## config.mk

```make
export PLATFORM = sky130hd
export DESIGN_NAME = image_row_reader
export DESIGN_NICKNAME = d
export VERILOG_FILES = /design/src/rtl/image_pkg.sv /design/src/rtl/image_skid_buf.sv /design/src/rtl/image_row_reader.sv
export SDC_FILE = /design/constraint.sdc
export NUM_CORES = 1
export LEC_CHECK = 0
export BUFFER_PORTS_ARGS = -buffer_cell sky130_fd_sc_hd__buf_2
export CELL_PAD_IN_SITES_DETAIL_PLACEMENT = 0
export CELL_PAD_IN_SITES_GLOBAL_PLACEMENT = 2
export CORE_UTILIZATION = 34
export CTS_CLUSTER_SIZE = 25
export DETAILED_ROUTE_END_ITERATION = 6
export PLACE_DENSITY_LB_ADDON = 0.1
export SLEW_MARGIN = 20
export SYNTH_ARGS = -nofsm -noshare
export SYNTH_HDL_FRONTEND = slang
export SYNTH_HIERARCHICAL = 1
export SYNTH_SLANG_ARGS = --single-unit
```

## constraint.sdc

```tcl
create_clock -name clk -period 4.5 [get_ports clk]
set_input_delay 1.35 -clock clk [delete_from_list [all_inputs] [get_ports clk]]
set_output_delay 1.35 -clock clk [all_outputs]
set_load 0.05 [all_outputs]
```

## src/rtl/image_pkg.sv

```systemverilog
// Shared definitions for the image row reader: FSM encoding, holdoff length
// and output buffer depth.
package image_pkg;

    typedef enum logic [1:0] {
        ST_IDLE     = 2'd0,
        ST_WAIT_ROW = 2'd1,
        ST_READ_ROW = 2'd2,
        ST_FINISH   = 2'd3
    } state_t;

    // Cycles during which M_Ready is ignored after its threshold or occupancy changes.
    localparam int HOLDOFF_CYCLES = 2;
    localparam int HOLDOFF_BITS   = 2;

    localparam int BUF_DEPTH = 2;

endpackage

```

## src/rtl/image_skid_buf.sv

```systemverilog
// Two-entry output buffer with registered head; the head only changes on a
// pop or when the buffer is empty, so data holds steady while stalled.
module image_skid_buf
    import image_pkg::*;
#(
    parameter int WIDTH = 9
) (
    input  logic             clk,
    input  logic             rst,
    input  logic             push,
    input  logic [WIDTH-1:0] push_data,
    input  logic             pop,
    output logic [WIDTH-1:0] out_data,
    output logic             out_valid,
    output logic [1:0]       count
);

    logic [1:0] count_reg;
    logic [1:0] count_next;
    logic [1:0] wr_idx;

    // A push lands in the slot left free after this cycle's pop.
    assign wr_idx     = count_reg - {1'b0, pop};
    assign count_next = wr_idx + {1'b0, push};

    always_ff @(posedge clk) begin
        if (rst) begin
            count_reg <= '0;
        end else begin
            count_reg <= count_next;
        end
    end

    for (genvar gi = 0; gi < BUF_DEPTH; gi++) begin : g_entry
        logic [WIDTH-1:0] entry_reg;

        always_ff @(posedge clk) begin
            if (rst) begin
                entry_reg <= '0;
            end else if (push && wr_idx == 2'(gi)) begin
                entry_reg <= push_data;
            end else if (pop && count_reg == 2'(BUF_DEPTH) && gi < BUF_DEPTH - 1) begin
                entry_reg <= g_entry[(gi + 1) % BUF_DEPTH].entry_reg;
            end
        end
    end

    assign out_data  = g_entry[0].entry_reg;
    assign out_valid = (count_reg != 2'd0);
    assign count     = count_reg;

endmodule

```

## src/rtl/image_row_reader.sv

```systemverilog
// Reads an image frame row by row from a FIFO once a full row is available
// and streams it downstream with a per-row last flag and a frame done pulse.
module image_row_reader
    import image_pkg::*;
#(
    parameter int WIDTH     = 8,
    parameter int ADDR_BITS = 10,
    parameter int ROW_BITS  = 11
) (
    input  logic                 clk,
    input  logic                 rst,
    input  logic                 start,
    input  logic [ADDR_BITS:0]   row_len,
    input  logic [ROW_BITS-1:0]  row_num,
    output logic [ADDR_BITS:0]   M_count,
    input  logic                 M_Ready,
    output logic                 rd_en,
    input  logic [WIDTH-1:0]     fifo_dout,
    output logic [WIDTH-1:0]     m_data,
    output logic                 m_valid,
    input  logic                 m_ready,
    output logic                 m_last,
    output logic                 busy,
    output logic                 done
);

    localparam int CNT_W = ADDR_BITS + 1;

    state_t                  state_reg;
    state_t                  state_next;
    logic [CNT_W-1:0]        row_len_reg;
    logic [CNT_W-1:0]        col_cnt_reg;
    logic [ROW_BITS-1:0]     row_num_reg;
    logic [ROW_BITS-1:0]     row_cnt_reg;
    logic [HOLDOFF_BITS-1:0] holdoff_reg;
    logic                    inflight_reg;
    logic                    inflight_last_reg;

    logic [1:0]  buf_count;
    logic [WIDTH:0] buf_out;
    logic        buf_valid;
    logic        pop;
    logic        last_col;
    logic        last_row;
    logic [2:0]  pending;

    assign pop = buf_valid & m_ready;
    // Occupancy is counted after this cycle's pop so a steady stream keeps 1 word/cycle.
    assign pending  = {1'b0, buf_count} - {2'b0, pop} + {2'b0, inflight_reg};
    assign last_col = (col_cnt_reg == row_len_reg - CNT_W'(1));
    assign last_row = (row_cnt_reg == row_num_reg - ROW_BITS'(1));
    assign rd_en    = (state_reg == ST_READ_ROW) && (pending < 3'd2);

    always_comb begin
        state_next = state_reg;
        done       = 1'b0;
        case (state_reg)
            ST_IDLE: begin
                if (start) state_next = ST_WAIT_ROW;
            end
            ST_WAIT_ROW: begin
                if (M_Ready && holdoff_reg == '0) state_next = ST_READ_ROW;
            end
            ST_READ_ROW: begin
                if (rd_en && last_col) state_next = last_row ? ST_FINISH : ST_WAIT_ROW;
            end
            ST_FINISH: begin
                if (!buf_valid && !inflight_reg) begin
                    done       = 1'b1;
                    state_next = ST_IDLE;
                end
            end
            default: state_next = ST_IDLE;
        endcase
    end

    always_ff @(posedge clk) begin
        if (rst) begin
            state_reg         <= ST_IDLE;
            row_len_reg       <= '0;
            row_num_reg       <= '0;
            col_cnt_reg       <= '0;
            row_cnt_reg       <= '0;
            holdoff_reg       <= '0;
            inflight_reg      <= 1'b0;
            inflight_last_reg <= 1'b0;
        end else begin
            state_reg         <= state_next;
            inflight_reg      <= rd_en;
            inflight_last_reg <= rd_en & last_col;
            case (state_reg)
                ST_IDLE: begin
                    // M_count changes here too, so the FIFO flag is stale at frame start as well.
                    if (start) begin
                        row_len_reg <= row_len;
                        row_num_reg <= row_num;
                        col_cnt_reg <= '0;
                        row_cnt_reg <= '0;
                        holdoff_reg <= HOLDOFF_BITS'(HOLDOFF_CYCLES);
                    end
                end
                ST_WAIT_ROW: begin
                    if (holdoff_reg != '0) holdoff_reg <= holdoff_reg - HOLDOFF_BITS'(1);
                end
                ST_READ_ROW: begin
                    if (rd_en) begin
                        if (last_col) begin
                            col_cnt_reg <= '0;
                            row_cnt_reg <= row_cnt_reg + ROW_BITS'(1);
                            holdoff_reg <= HOLDOFF_BITS'(HOLDOFF_CYCLES);
                        end else begin
                            col_cnt_reg <= col_cnt_reg + CNT_W'(1);
                        end
                    end
                end
                default: ;
            endcase
        end
    end

    image_skid_buf #(
        .WIDTH(WIDTH + 1)
    ) u_skid (
        .clk       (clk),
        .rst       (rst),
        .push      (inflight_reg),
        .push_data ({inflight_last_reg, fifo_dout}),
        .pop       (pop),
        .out_data  (buf_out),
        .out_valid (buf_valid),
        .count     (buf_count)
    );

    assign m_data  = buf_out[WIDTH-1:0];
    assign m_valid = buf_valid;
    assign m_last  = buf_valid & buf_out[WIDTH];
    assign M_count = row_len_reg;
    assign busy    = (state_reg != ST_IDLE);

endmodule

```

# Word level (Yosys, flattened, before mapping)
# Cells that the tools add are included.
# Widths: inputs -> output; s select.
[totals] register_bits=70 input_bits=35 output_inout_bits=24 wordCells=83
[op_classes] add_sub_neg=9 magnitude_cmp=1 n_eq_ne=14 muxes=22 bitwise_logic=3 n_reduce_logical=23
[ops] op="$mux 11" n=5
[ops] op="$pmux 11 s2" n=2
[ops] op="$add 11x1->11 const B" n=2
[ops] op="$eq 11x11->1" n=2
[ops] op="$sub 11x1->11 const B" n=2
[ops] op="$mux 2" n=9
[ops] op="$mux 9" n=2
[ops] op="$ne 2x2->1 const B" n=6
[ops] op="$reduce_bool 2->1" n=5
[ops] op="$pmux 2 s4" n=1
[ops] op="$reduce_and 4->1" n=2
[ops] op="$logic_and 1x1->1" n=7
[ops] op="$eq 2x2->1 const B" n=3
[ops] op="$logic_not 2->1" n=3
[ops] op="$pmux 2 s3" n=1
[ops] op="$reduce_and 5->1" n=1
[ops] op="$eq 2x1->1 const B" n=2
[ops] op="$add 3x1->3" n=1
[ops] op="$and 1x1->1" n=3
[ops] op="$lt 3x2->1 const B" n=1
[ops] op="$reduce_and 3->1" n=1
[ops] op="$reduce_bool 3->1" n=1
[ops] op="$sub 2x1->3" n=1
[ops] op="$add 2x1->2" n=1
[ops] op="6 further kinds" n=8

# Logic depth before layout (Yosys ltp)
# Gate-level depths: netlist of run 1.
[logic_depth] word_depth=9 depth_mapped=12 ltp_nobuf=12

# Hierarchy
# The synthesis of run 1 kept the hierarchy.
[modules_own_cells] mod="image_row_reader" instances=1 cells_per_inst=387 area_each_um2=3020.4 seq_area_each_um2=1001.0
[modules_own_cells] mod="image_skid_buf" instances=1 cells_per_inst=93 area_each_um2=938.4 seq_area_each_um2=400.4

# Worst setup path before layout of run 1
# Ideal clock, no wire load.
[synth_timing] path_kind="input to output" from="input m_ready" to="output rd_en" arrival_ps=3575 required_time_ps=3150 path_slack_ps=-425 path_stages=6 path_buffers=0 cell_sequence="and2_1 ha_1 nor2b_1 fa_1 xor2_1 nor3b_1"
[synth_between] elab_chain_cells=5
[synth_rtl] element="start: declaration" line="image_row_reader.sv:21" rtl="input logic m_ready,"
[synth_rtl] element="$and 1x1->1" line="image_row_reader.sv:47" rtl="assign pop = buf_valid & m_ready;"
[synth_rtl] element="$sub 2x1->3" line="image_row_reader.sv:49" rtl="assign pending = {1'b0, buf_count} - {2'b0, pop} + {2'b0, inflight_reg};"
[synth_rtl] element="$add 3x1->3" line="image_row_reader.sv:49"
[synth_rtl] element="$lt 3x2->1" line="image_row_reader.sv:52" rtl="assign rd_en = (state_reg == ST_READ_ROW) && (pending < 3'd2);"
[synth_rtl] element="$logic_and 1x1->1" line="image_row_reader.sv:52"
[synth_rtl] element="end: declaration" line="image_row_reader.sv:17" rtl="output logic rd_en,"
# No other way between the ends.

# Worst setup path after layout of run 1
[layout_timing] from="input m_ready" to="output rd_en"
[layout_between] elab_chain_cells=5
[layout_rtl] element="$and 1x1->1" line="image_row_reader.sv:47"
[layout_rtl] element="named net pop" line="image_row_reader.sv:42" rtl="logic pop;"
[layout_rtl] element="$sub 2x1->3" line="image_row_reader.sv:49"
[layout_rtl] element="$add 3x1->3" line="image_row_reader.sv:49"
[layout_rtl] element="$lt 3x2->1" line="image_row_reader.sv:52"
[layout_rtl] element="$logic_and 1x1->1" line="image_row_reader.sv:52"
# The timed path passes the listed nets, and every way through them passes these cells.

==> metrics.md, run 1 <==
| Metric | Value |
|---|---|
| Worst min path class | `register to register` |
| Post-synthesis cell area | `0.00396 mm2` |
| Worst Path Required | `3150 ps` |
| Wire per inst | `14.6 um` |
| Detailed Routing Iterations Pass 1 | `4` |
| Total Nets Final | `between 500 and 600` |
| Total Power | `between 2 and 2.5 mW` |
| CP Max Fanout | `3` |
| H-tree levels | `3` |
| Root Buffer | `clkbuf_16` |
| Syn Nets | `524` |
| Final hold vios | `0` |
| Number of remaining DRC errors | `0` |
| HPWL after DPL | `between 7 and 8 mm` |
| Top FF cell, synth | `dfxtp_1` |
| Area growth, synth to finish | `17.0%` |
| I/O pin count | `59` |
| Crit end category | `output pin` |
| Total grt overflow | `0` |
| # resized after CTS | `0` |
| Distinct cell type count after synthesis | `63` |
| Overall routing resource usage | `17.5%` |
| Largest delay share family, worst path | `adder cells` |
| Fin cells | `~670` |
| Layout cells sized above 1 | `19.1%` |
| Avg Inst Size Synth | `slightly above 8 um2` |
| Die width | `between 100 and 150 um` |
| Post-layout min period | `between 4000 and 5000 ps` |
| IO Port Bufs | `between 50 and 60` |
| Clock Tree Buf Depth | `2` |
| Setup repair after global routing missed its margin | `no` |
| XOR/XNOR share of the synthesized area | `between 7 and 8%` |
| Vias | `3475` |
| Share of Yosys cell area claimed by the top area cell type | `35.4%` |
| Largest net degree at the start of global routing | `31` |
| Post-Place Cell Area | `about 0.0043 mm2` |
| Layout Utilization | `about two fifths` |
| Adder-Cell Fraction of Synth Area | `3.03%` |
| Max Transition Viols Final | `0` |
| Die height | `roughly 110 um` |
| Antenna diodes | `0` |
| Initial DRC Count | `about 140` |
| Design area | `0.00463 mm2` |
| Final worst slack | `around 150 ps` |
| Count leader, synth | `dfxtp_1` |
| EDFF count, synth | `0` |
| Crit Path Class | `input pin to output pin` |
| #FFs+latches synth | `70` |
| Synth async-reset ratio | `0%` |
| Mux contribution to synthesized area | `4.08%` |
| TritonCTS clock tree | `built` |
| Clock-pin slew of the registers on the worst-case setup and hold paths | `~50 ps` |
| First-pass GRT wire length | `16.0 mm` |
| Routed wire length | `between 9 and 10 mm` |
| WP buf/inv | `2` |
| Via density | `~5.2` |
| Pwr dens | `around 470 mW/mm2` |
| Slowest-stage cell, CP | `fa_1` |
| Simple-gate share of the synthesized area | `roughly 27%` |
| CP Cell Sequence | `buf_2 > and2_1 > ha_1 > nor2b_1 > fa_1 > xor2_1 > nor3b_2 > buf_4` |
| Area leader, netlist | `dfxtp_1` |
| Worst skew pair latency | `approximately 330 ps` |
| Routability cong. | `~0.76` |
| Status | `finished clean` |
| Die area | `between 0.01 and 0.015 mm2` |
| DRT antenna net count | `0` |
| Placed Instances | `657` |
| Fmax | `230 MHz` |
| Fillers | `about 1200` |
| Most instantiated cells after synthesis | `dfxtp_1 (70), nand2_1 (67), a21oi_1 (48)` |
| Final setup viols | `0` |
| CTS Buf Count | `9` |
| Initial core utilization | `a little over a third` |
| Vias in the first global route | `about 3200` |
| Initial antenna violation count | `0` |
| CP Data Arrival Time | `approximately 3000 ps` |
| Fin Hold WS | `approximately 470 ps` |
| CTS sink count | `70` |
| Post-CTS Setup Inserts | `0` |
| Max-cap violations | `0` |
| Main combinational cell family by area after synthesis | `simple AND/OR/NAND/NOR gates` |
| Final Cycle Share | `96.6%` |
| Core ar. | `approximately 0.011 mm2` |
| Fin Setup TNS | `0 ps` |
| Hold_buf cts | `0` |
| Leakage dissipation | `1.79 nW` |
| Slew @ Worst Pin | `between 800 and 900 ps` |
| Compound-Gate Fraction of Synth Area | `between 10% and 20%` |
| CP Launch Type | `input pin` |
| Dominant cells by area after synthesis | `dfxtp_1 (35%), nand2_1 (6.4%), a21oi_1 (6.1%), xnor2_1 (4.0%), mux2i_1 (3.8%)` |
| # rows | `39` |
| Layout Skew | `roughly 6.1 ps` |
| Sequential area share after synthesis | `between 30% and 40%` |
| Yosys synthesis warning count | `6` |
| Peak VDD IR | `~0.29 mV` |
| Setup WS pre-CTS | `~110 ps` |
| Synth Instances | `480` |
| Slew headroom | `40.1%` |
| CP max stage delay | `about 380 ps` |
[report_power, final]
part	leakage, nW	internal [mW]	switching, mW
Combinational	1.07	0.246	0.440
Clock	0.150	0.501	0.261
Sequential	0.569	0.676	0.0676
Total	1.79	1.42	0.769
[worst register-to-register path, delay by kind of cell (launching register included)]
| kind | cells | cell delay (ps) |
|---|---|---|
| AOI/OAI and AO/OA | 1 | 350 |
| xor gates and xnor gates | 1 | 160 |
| adders and majority gates | 2 | 750 |
| DFF | 1 | 390 |
| and+or+nand+nor | 7 | 1620 |
[final timing paths]
path	start	endpoint	slack, ps	depth (start not counted)
max	m_ready	rd_en	150	8
min	row_num_reg[10]	row_num_reg[10]	470	2
max reg2reg	u_skid/count[1]	col_cnt_reg[10]	1150	11
min reg2reg	row_num_reg[10]	row_num_reg[10]	470	2
[layout make-up]
type	instances	area (um2)	area share (%)
multi-input combinational	360	2330	50.3
sequential	70	1400	30.2
timing repair buffer	62	323	6.97
clock buffer	13	250	5.40
tap	143	179	3.86
inverter	22	82.6	1.78
clock inverter	3	67.6	1.46
[cells by family after synthesis]
family          Yosys count
simple gates            200
buf+inv                  50
mux                      16
flops                    70
fa+ha+maj                 9
compound gates          102
xor+xnor                 33
[metal layers]
layer | vias up | track usage, % | wire length [um]
met3 | 10 | 3.79 | 353
li1 | 1788 | - | -
met4 | 0 | 7.62 | 148
met1 | 1617 | 23.7 | 5060
met5 | - | 0 | 0
met2 | 60 | 26.5 | 4250
[cells in the final DEF, fill, tap and decap left out, types with 3 or more instances in the layout]
cell type   n
a21oi_1    48
a31oi_1     4
and2_1      4
and3_1      4
buf_2      57
buf_4       5
clkbuf_1    3
clkbuf_16   9
dfxtp_1    70
ha_1        8
inv_1      22
mux2i_1    15
nand2_1    67
nand2b_1   22
nand3_1    14
nand3b_1    6
nand4_1     9
nor2_1     20
nor2b_1     5
nor3_1     11
nor4_1      7
o21ai_0    16
o221a_2     8
o31ai_1     7
or3_1       4
or3_2       3
or4_1       7
xnor2_1    18
xor2_1     14
Note: power is estimated with default switching activity, not from simulation.
==> run 2: changes to the inputs <==
==> constraint.sdc (replaced) <==
create_clock -name clk -period 4.9 [get_ports clk]
set_input_delay 1.47 -clock clk [delete_from_list [all_inputs] [get_ports clk]]
set_output_delay 1.47 -clock clk [all_outputs]
set_load 0.05 [all_outputs]
==> run 2 against run 1 <==
  * Clock power grew 0.5%
  * Combinational power shrank 7.9%
  * Core utilization grew 0.12 points
  * Clock skew shrank 2.7 ps
  * Clock-buffer cell count shrank 2
  * Setup slack gained 110 ps
  * Final area grew 0.30%
  * Wire length grew 1.1%
  * Sequential power shrank 8.3%
  * Largest power group unchanged
==> metrics.md, run 2 (synthesis gave the netlist of run 1 again) <==
| Metric | Value |
|---|---|
| Status | `finished clean` |
| Die height | `110 um (unchanged)` |
| Largest delay share family, worst path | `adder cells` |
| Fin Setup TNS | `0 ps (unchanged)` |
| First-pass GRT wire length | `16.3 mm (+1.3%)` |
| Layout Skew | `3.48 ps (-2.67 ps)` |
| TritonCTS clock tree | `built` |
| CTS Buf Count | `9 (unchanged)` |
| Die area | `0.0121 mm2 (unchanged)` |
| Antenna diodes | `0 (unchanged)` |
| Vias in the first global route | `3150 (-1.2%)` |
| # rows | `39 (unchanged)` |
| Crit path top cell by count | `buf_2` |
| Slowest-stage cell, CP | `fa_1` |
| Routability cong. | `0.764 (+1.1%)` |
| Design area | `0.00465 mm2 (+0.30%)` |
| Most frequent cells in the layout | `dfxtp_1 (70), nand2_1 (67), buf_2 (58), a21oi_1 (48)` |
| Root Buffer | `clkbuf_16` |
| Die width | `110 um (unchanged)` |
| Max Transition Viols Final | `0 (unchanged)` |
| Total Nets Final | `567 (-0.35%)` |
| Overall routing resource usage | `17.8% (+0.28 points)` |
| Post-Place Cell Area | `0.00430 mm2 (-0.35%)` |
| Initial DRC Count | `140 (+1.4%)` |
| Final hold vios | `0 (unchanged)` |
| CP Max Fanout | `3 (unchanged)` |
| Slew @ Worst Pin | `968 ps (+69.6 ps)` |
| Initial core utilization | `34.8% (unchanged)` |
| Worst Path Required | `3430 ps (+280 ps)` |
| Initial antenna violation count | `0 (unchanged)` |
| GRT busiest layer | `met2` |
| CP Launch Type | `input pin` |
| Worst min path class | `register to register` |
| Final Cycle Share | `between 90 and 100%` |
| Pwr dens | `448 mW/mm2 (-5.3%)` |
| Slew headroom | `35.2% (-4.9 points)` |
| H-tree levels | `3 (unchanged)` |
| CP Data Arrival Time | `3170 ps (+170 ps)` |
| # resized after CTS | `0 (unchanged)` |
| DRT antenna net count | `0 (unchanged)` |
| Detailed Routing Iterations Pass 1 | `4 (unchanged)` |
| WP buf/inv | `2 (unchanged)` |
| Met1 GRT Util | `24.4% (+0.70 points)` |
| CTS sink count | `70 (unchanged)` |
| Clock-pin slew of the registers on the worst-case setup and hold paths | `60 ps (about the same)` |
| GR Layer Usage met2 | `27.0% (+0.49 points)` |
| Final setup viols | `0 (unchanged)` |
| Largest net degree at the start of global routing | `56 (+81%)` |
| Worst skew pair latency | `340 ps (about the same)` |
| HPWL after DPL | `7.16 mm (+1.4%)` |
| Crit Path Class | `input pin to output pin` |
| Area growth, synth to finish | `17.4%` |
| Max-cap violations | `0 (unchanged)` |
| IO Port Bufs | `58 (unchanged)` |
| Crit end category | `output pin` |
| I/O pin count | `59 (unchanged)` |
| Via density | `5.14 (-0.48%)` |
| Levels on crit path | `7 (-1)` |
| Setup repair after global routing missed its margin | `no` |
| Peak VDD IR | `0.314 mV (+7.6%)` |
| Vias | `3448 (-0.78%)` |
| Hold_buf cts | `0 (unchanged)` |
| CP max stage delay | `470 ps (+90 ps)` |
| M3 GR Usage | `3.79% (unchanged)` |
| Clock Tree Buf Depth | `2 (unchanged)` |
| Worst reg-to-reg path cell count | `11 (unchanged)` |
| Post-layout min period | `around 4600 ps` |
| Routed wire length | `9.92 mm (+1.1%)` |
| Hold Path Stages | `2 (unchanged)` |
| Total grt overflow | `0 (unchanged)` |
| Wire per inst | `14.8 um (+1.4%)` |
| Leakage dissipation | `1.80 nW (+0.31%)` |
| CP Cell Sequence | `buf_2 > and2_1 > ha_1 > nor2b_1 > fa_1 > nor3b_2 > buf_2` |
| Post-CTS Setup Inserts | `0 (unchanged)` |
| Number of remaining DRC errors | `0 (unchanged)` |
| Most common cell after layout, fill and taps aside | `dfxtp_1` |
| Layout cells sized above 1 | `19.1% (+0.072 points)` |
| Fmax | `216 MHz` |
| Core ar. | `0.0114 mm2 (unchanged)` |
==> run 2: tightest hold or removal path, stage by stage (launching register included) <==
cell and delay (ps):
dfxtp_1 310, nand2b_1 60, mux2i_1 60
==> run 2: area by class of cell <==
type	count	area [um2]
clock buffer	11	243
clock inverter	5	106
fill	1205	6720
inverter	22	82.6
multi-input combinational	360	2330
sequential	70	1400
tap	143	179
timing repair buffer	60	305
==> run 2: stage by stage <==
step           total power [mW]  std cells  setup slack [ps]  hold slack [ps]  util, %
5_1_grt                    2.20        671               184              491     40.9
4_1_cts                    2.11        671               262              477     40.9
3_5_place_dp               1.33        655               275              465     37.8
3_3_place_gp               1.32        655               353              459     37.8
6_report                   2.08        671               265              474     40.9
2_1_floorplan              1.19        480               252              445        -
==> run 2: path summary, 6_finish.rpt <==
kind                                   from                        endpoint  slack [ps]
max reg2reg                 u_skid/count[1]                  row_cnt_reg[2]        1450
min          u_skid/g_entry[1].entry_reg[2]  u_skid/g_entry[1].entry_reg[2]         470
max                                 m_ready                           rd_en         260
min reg2reg  u_skid/g_entry[1].entry_reg[2]  u_skid/g_entry[1].entry_reg[2]         470
==> run 2: metal layers <==
layer / share of wire [%] / wire [um]
met2: 44 / 4390
met1: 50 / 4950
met4: 1.6 / 162
met5: 0 / 0
met3: 4.3 / 426
==> run 2: power breakdown <==
group	internal (mW)	switching, mW	leakage (nW)
sequential	0.621	0.0615	0.569
combinational	0.224	0.409	1.06
clock	0.512	0.254	0.166
total	1.36	0.724	1.80
